===== src/rtl/eth_phy_10g_link_ctrl.sv =====
// 10GBASE-R receive link bring-up controller: resets the PHY, waits for block lock and
// receive status, then monitors link quality and retrains through a holdoff period.
module eth_phy_10g_link_ctrl #(
  parameter int RST_CYCLES     = 16,
  parameter int LOCK_TIMEOUT   = 4096,
  parameter int STATUS_TIMEOUT = 8192,
  parameter int LOSS_FILTER    = 4,
  parameter int HOLDOFF_CYCLES = 64
) (
  input  logic       rx_clk,
  input  logic       rx_rst_n,
  input  logic       cfg_enable,
  input  logic       force_retrain,
  input  logic       rx_block_lock,
  input  logic       rx_status,
  input  logic       rx_high_ber,
  output logic       phy_rst,
  output logic       link_up,
  output logic [2:0] state,
  output logic       timeout_pulse,
  output logic [7:0] retrain_count
);

  typedef enum logic [2:0] {
    ST_IDLE        = 3'd0,
    ST_RESET       = 3'd1,
    ST_WAIT_LOCK   = 3'd2,
    ST_WAIT_STATUS = 3'd3,
    ST_UP          = 3'd4,
    ST_HOLDOFF     = 3'd5
  } state_e;

  localparam logic [15:0] RST_LAST     = 16'(RST_CYCLES - 1);
  localparam logic [15:0] LOCK_LAST    = 16'(LOCK_TIMEOUT - 1);
  localparam logic [15:0] STATUS_LAST  = 16'(STATUS_TIMEOUT - 1);
  localparam logic [15:0] HOLDOFF_LAST = 16'(HOLDOFF_CYCLES - 1);
  localparam logic [7:0]  LOSS_LAST    = 8'(LOSS_FILTER - 1);

  state_e      state_r;
  state_e      next_s;
  logic [15:0] timer_r;
  logic [7:0]  loss_r;
  logic        timeout_s;
  logic        bad_s;
  logic        retrain_ok_s;

  assign bad_s        = ~rx_status | ~rx_block_lock | rx_high_ber;
  assign retrain_ok_s = (state_r == ST_WAIT_LOCK) || (state_r == ST_WAIT_STATUS) || (state_r == ST_UP);
  assign state        = state_r;

  // Next-state selection: disable beats retrain request, which beats timeouts and progress.
  always_comb begin
    next_s    = state_r;
    timeout_s = 1'b0;
    if (!cfg_enable) begin
      next_s = ST_IDLE;
    end else if (force_retrain && retrain_ok_s) begin
      next_s = ST_HOLDOFF;
    end else begin
      case (state_r)
        ST_IDLE: next_s = ST_RESET;
        ST_RESET: begin
          if (timer_r == RST_LAST) next_s = ST_WAIT_LOCK;
          else                     next_s = ST_RESET;
        end
        ST_WAIT_LOCK: begin
          // Lock arriving in the timeout cycle still counts as progress.
          if (rx_block_lock) begin
            next_s = ST_WAIT_STATUS;
          end else if (timer_r == LOCK_LAST) begin
            next_s    = ST_HOLDOFF;
            timeout_s = 1'b1;
          end else begin
            next_s = ST_WAIT_LOCK;
          end
        end
        ST_WAIT_STATUS: begin
          if (!rx_block_lock) begin
            next_s = ST_WAIT_LOCK;
          end else if (rx_status) begin
            next_s = ST_UP;
          end else if (timer_r == STATUS_LAST) begin
            next_s    = ST_HOLDOFF;
            timeout_s = 1'b1;
          end else begin
            next_s = ST_WAIT_STATUS;
          end
        end
        ST_UP: begin
          if (bad_s && (loss_r == LOSS_LAST)) next_s = ST_HOLDOFF;
          else                                next_s = ST_UP;
        end
        ST_HOLDOFF: begin
          if (timer_r == HOLDOFF_LAST) next_s = ST_RESET;
          else                         next_s = ST_HOLDOFF;
        end
        default: next_s = ST_IDLE;
      endcase
    end
  end

  // State, dwell timer, loss filter and registered outputs.
  always_ff @(posedge rx_clk or negedge rx_rst_n) begin
    if (!rx_rst_n) begin
      state_r       <= ST_IDLE;
      timer_r       <= 16'd0;
      loss_r        <= 8'd0;
      phy_rst       <= 1'b1;
      link_up       <= 1'b0;
      timeout_pulse <= 1'b0;
      retrain_count <= 8'd0;
    end else begin
      state_r <= next_s;
      if (next_s != state_r) begin
        timer_r <= 16'd0;
      end else if (timer_r != 16'hFFFF) begin
        timer_r <= timer_r + 16'd1;
      end else begin
        timer_r <= timer_r;
      end
      // Loss run only persists while staying in UP; any exit or entry restarts it.
      if ((state_r == ST_UP) && (next_s == ST_UP) && bad_s) begin
        loss_r <= (loss_r == 8'hFF) ? loss_r : loss_r + 8'd1;
      end else begin
        loss_r <= 8'd0;
      end
      phy_rst       <= (next_s == ST_IDLE) || (next_s == ST_RESET);
      link_up       <= (next_s == ST_UP);
      timeout_pulse <= timeout_s;
      if ((next_s == ST_HOLDOFF) && (state_r != ST_HOLDOFF) && (retrain_count != 8'hFF)) begin
        retrain_count <= retrain_count + 8'd1;
      end else begin
        retrain_count <= retrain_count;
      end
    end
  end

endmodule


===== config.mk =====
export PLATFORM = sky130hd
export DESIGN_NAME = eth_phy_10g_link_ctrl
export DESIGN_NICKNAME = d
export VERILOG_FILES = /design/src/rtl/eth_phy_10g_link_ctrl.sv
export SDC_FILE = /design/constraint.sdc
export NUM_CORES = 1
export LEC_CHECK = 0
export ABC_AREA = 1
export CAP_MARGIN = 30
export CORE_ASPECT_RATIO = 2
export CORE_MARGIN = 2
export CORE_UTILIZATION = 42
export DETAILED_ROUTE_END_ITERATION = 12
export DONT_BUFFER_PORTS = 1
export SLEW_MARGIN = 20
export SYNTH_ARGS = -nofsm -noshare
export SYNTH_HDL_FRONTEND = slang
export SYNTH_SLANG_ARGS = --single-unit

===== constraint.sdc =====
create_clock -name rx_clk -period 1.9 [get_ports rx_clk]
set_input_delay 0.57 -clock rx_clk [delete_from_list [all_inputs] [get_ports rx_clk]]
set_output_delay 0.57 -clock rx_clk [all_outputs]
set_load 0.01 [all_outputs]

==> impl_metrics.tcl <==
set metrics [dict create \
    worstPathBufferInverterCount 1 \
    routabilityCongestion 0.846 \
    slew_headroom_pct 69.9 \
    yosys_register_bits 38 \
    grt_pass1_wl_um 9120 \
    fmax_mhz 535 \
    worstReg2RegEnd "timer_r[5]" \
    path_delay_family "simple AND/OR/NAND/NOR gates" \
    final_util_pct 52.4 \
    seq_power_share_pct 43.8 \
    outcome "finished clean" \
    vias_per_cell 5.25 \
    fp.dieH_um 111 \
    power_frac_clock_pct 43.6 \
    coreArea_um2 5610 \
    post-route-period-util_pct 98.4 \
    leakagePower_uw 0.00131 \
    nets 348 \
    switching_share_pct 24.8 \
    clock_sinks 38 \
    r2r-start "timer_r[1]" \
    die_w_um 57.4 \
    grt_max_degree 38 \
    htree_levels 2 \
    combinationalPowerShare_pct 12.6 \
    grt_util_all_layers_pct 17.8 \
    min_path_type "input port to async pin" \
    finalSetupViolCount 0 \
    multiInputGateArea_um2 1410 \
    ant_nets 0 \
    drtIter0Drc 109 \
    dp_cells 387 \
    place_area_um2 2600 \
    worstSetupPathType "flop to flop" \
    area_delta_synth_final_pct 22.7 \
    ys_warn_count 0 \
    cp_slowest_cell "dfrtp_1" \
    path_clk_slew_ns 0.06 \
    port-buffer-count 0 \
    route.detailed.drc 0 \
    n_fill_cell 533 \
    ff_latch_area_um2 953 \
    whs_ns 0.125 \
    numCtsBuffers 5 \
    intPower_uw 1460 \
    num_io_pins 21 \
    cts-root-buf "clkbuf_16" \
    switchingPower_uw 480 \
    hpwlAfterDp_um 3720 \
    avgSynthCellArea_um2 7.66 \
    final_cells 400 \
    post_drt_wl_per_cell_um 13.1 \
    rr_worst_depth 11 \
    synth_nets 323 \
    max_cap_viol_count 0 \
    drv_slew 0 \
    initial_core_util_pct 42.7 \
    cp-start-kind "flop" \
    end_kind "flop" \
    wirelength_um 5250 \
    drive_gt1_share_pct 27.7 \
    cpMostUsedCell "nor2_4" \
    antenna_cells 0 \
    num_vias 2101 \
    max_stage_delay_ns 0.41 \
    antenna_found_initial 0 \
    cts_tree "built" \
    vdd.ir_drop.worst_uv 658 \
    synthCells 313 \
    grt_pass1_vias 2003 \
    tightest_slew_ns 0.449 \
    design_area_um2 2940 \
    min_period_ns 1.87 \
    rows 39 \
    hold_viol 0 \
    path_cells "ha_4, nand3_4, nor2_4, buf_4, nand3_1, nor2_4, nor2_1, nand2_1, nor2_1, xor2_1, nor2_4" \
    critPathArrivalTime_ns 2.03 \
    clock_path_buffers 2 \
    setup_tns_ns 0 \
    critPathMaxFanout 5 \
    rsz0062_at_grt "true" \
    synth_cell_types 30 \
    worstPathRequired_ns 2.06 \
    worstSkewPairLatency_ns 0.28 \
    grt_overflow_total 0 \
    skew_ns 0.00554 \
    die_area_um2 6360 \
    synth_area_um2 2400 \
    ys_seq_area_share_pct 39.7 \
    r2r_slack_ns 0.03 \
    power.density_nw_per_um2 659 \
    firstDrtPassIters 4 \
]
-- cell usage after synthesis --
cell | n | area (um2)
nand2_1 | 70 | 263
nor2_1 | 42 | 158
dfrtp_1 | 37 | 926
inv_1 | 31 | 116
nand3_1 | 28 | 140
nand4_1 | 13 | 81.3
nor2_4 | 12 | 135
o21ai_0 | 12 | 60.1
xor2_1 | 10 | 87.6
inv_2 | 9 | 33.8
nor3_1 | 9 | 45.0
nand2_2 | 8 | 50.1
xnor2_1 | 5 | 43.8
a21oi_1 | 4 | 20.0
nand3_2 | 4 | 40.0
ha_1 | 3 | 37.5
nor2_2 | 2 | 12.5
nor4_1 | 2 | 12.5
a211oi_1 | 1 | 7.51
and3_1 | 1 | 6.26
buf_2 | 1 | 5.00
buf_6 | 1 | 11.3
buf_8 | 1 | 15.0
dfstp_2 | 1 | 26.3
mux2i_1 | 1 | 10.0
nand2_4 | 1 | 11.3
nand3_4 | 1 | 17.5
nand4_2 | 1 | 12.5
o22ai_1 | 1 | 6.26
or2_2 | 1 | 6.26
-- metal layers --
metal	global-route usage, %	up-vias	share of wire (%)
met5	0	-	0
met4	7.91	0	2.3
met3	3.62	8	3.9
met2	26.8	45	49
met1	24.3	988	45
li1	-	1060	-
-- through the flow --
stage	power, uW	setup WS (ns)
floorplan	975	0.121
global placement	1030	0.0581
detailed placement	1040	-0.0482
CTS	1920	0.000235
global route	2020	-0.0877
finish	1940	0.0304
-- layout make-up --
class                           instances  area share (%)
Multi-Input combinational cell        233            47.8
Sequential cell                        38            32.4
Timing Repair Buffer                   20            6.94
Inverter                               40            5.11
Clock buffer                            6            4.72
Tap cell                               61            2.60
Clock inverter                          2           0.426
-- registers in the layout, indices dropped and copies added, names as in the netlist --
signal	cells
link_up	1
timer_r	16
retrain_count	8
phy_rst	1
loss_r	8
state	3
timeout_pulse	1
-- cell families after synthesis --
| logic type | share of synthesized area [%] |
|---|---|
| flops | 39.7 |
| xor+xnor | 5.48 |
| simple gates | 41.3 |
| mux | 0.418 |
| compound gates | 3.91 |
| buf+inv | 7.57 |
| fa+ha+maj | 1.57 |
-- worst max-delay path by stage --
stage / cells after the start / to / startpoint / slack (ns)
3_3_place_gp: 11 / retrain_count[1] / timer_r[0] / 0.06
6_report: 11 / timer_r[5] / timer_r[1] / 0.03
4_1_cts: 12 / timer_r[14] / timer_r[0] / 0.0002
5_1_grt: 13 / timer_r[14] / state[2] / -0.09
2_1_floorplan: 13 / timer_r[8] / timer_r[0] / 0.12
3_5_place_dp: 12 / timer_r[14] / timer_r[1] / -0.05
-- timing repair --
| item | CTS | global route |
|---|---|---|
| hold buffers | 1 | 0 |
| hold endpoints to repair | 37 | 0 |
| cloned | 1 | 0 |
| pin swaps | 1 | 7 |
| endpoints found under the setup margin | 24 | 33 |
| setup buffers | 0 | 3 |
| gates resized for setup | 0 | 36 |
-- power by group through the flow --
stage | clock network (uW) | registers [uW] | logic (uW)
floorplan | 0 | 862 | 113
global placement | 0 | 854 | 180
detailed placement | 0 | 856 | 183
CTS | 869 | 841 | 205
global route | 901 | 848 | 268
finish | 845 | 847 | 245
-- worst reg2reg max path, stage by stage (launching register included) --
cell and delay [ns]:
dfrtp_1 0.41, ha_4 0.17, nand3_4 0.12, nor2_4 0.20
buf_4 0.13, nand3_1 0.09, nor2_4 0.14, nor2_1 0.05
nand2_1 0.07, nor2_1 0.05, xor2_1 0.25, nor2_4 0.06
-- cells in the final DEF, fill, tap and decap left out, types with 2 or more instances in the layout --
cell	instances
nand2_1	64
dfrtp_1	36
nor2_1	32
inv_1	30
nand3_1	24
nor2_4	15
buf_4	15
nand2_2	13
nand4_1	13
o21ai_0	12
inv_2	10
nor2_2	10
xor2_1	10
nor3_1	9
nand3_2	6
xnor2_1	5
clkbuf_16	5
buf_12	4
nand3_4	3
a21oi_1	3
nand2_4	2
nor4_1	2
ha_1	2
No activity file was read; power rests on OpenSTA's default activity.
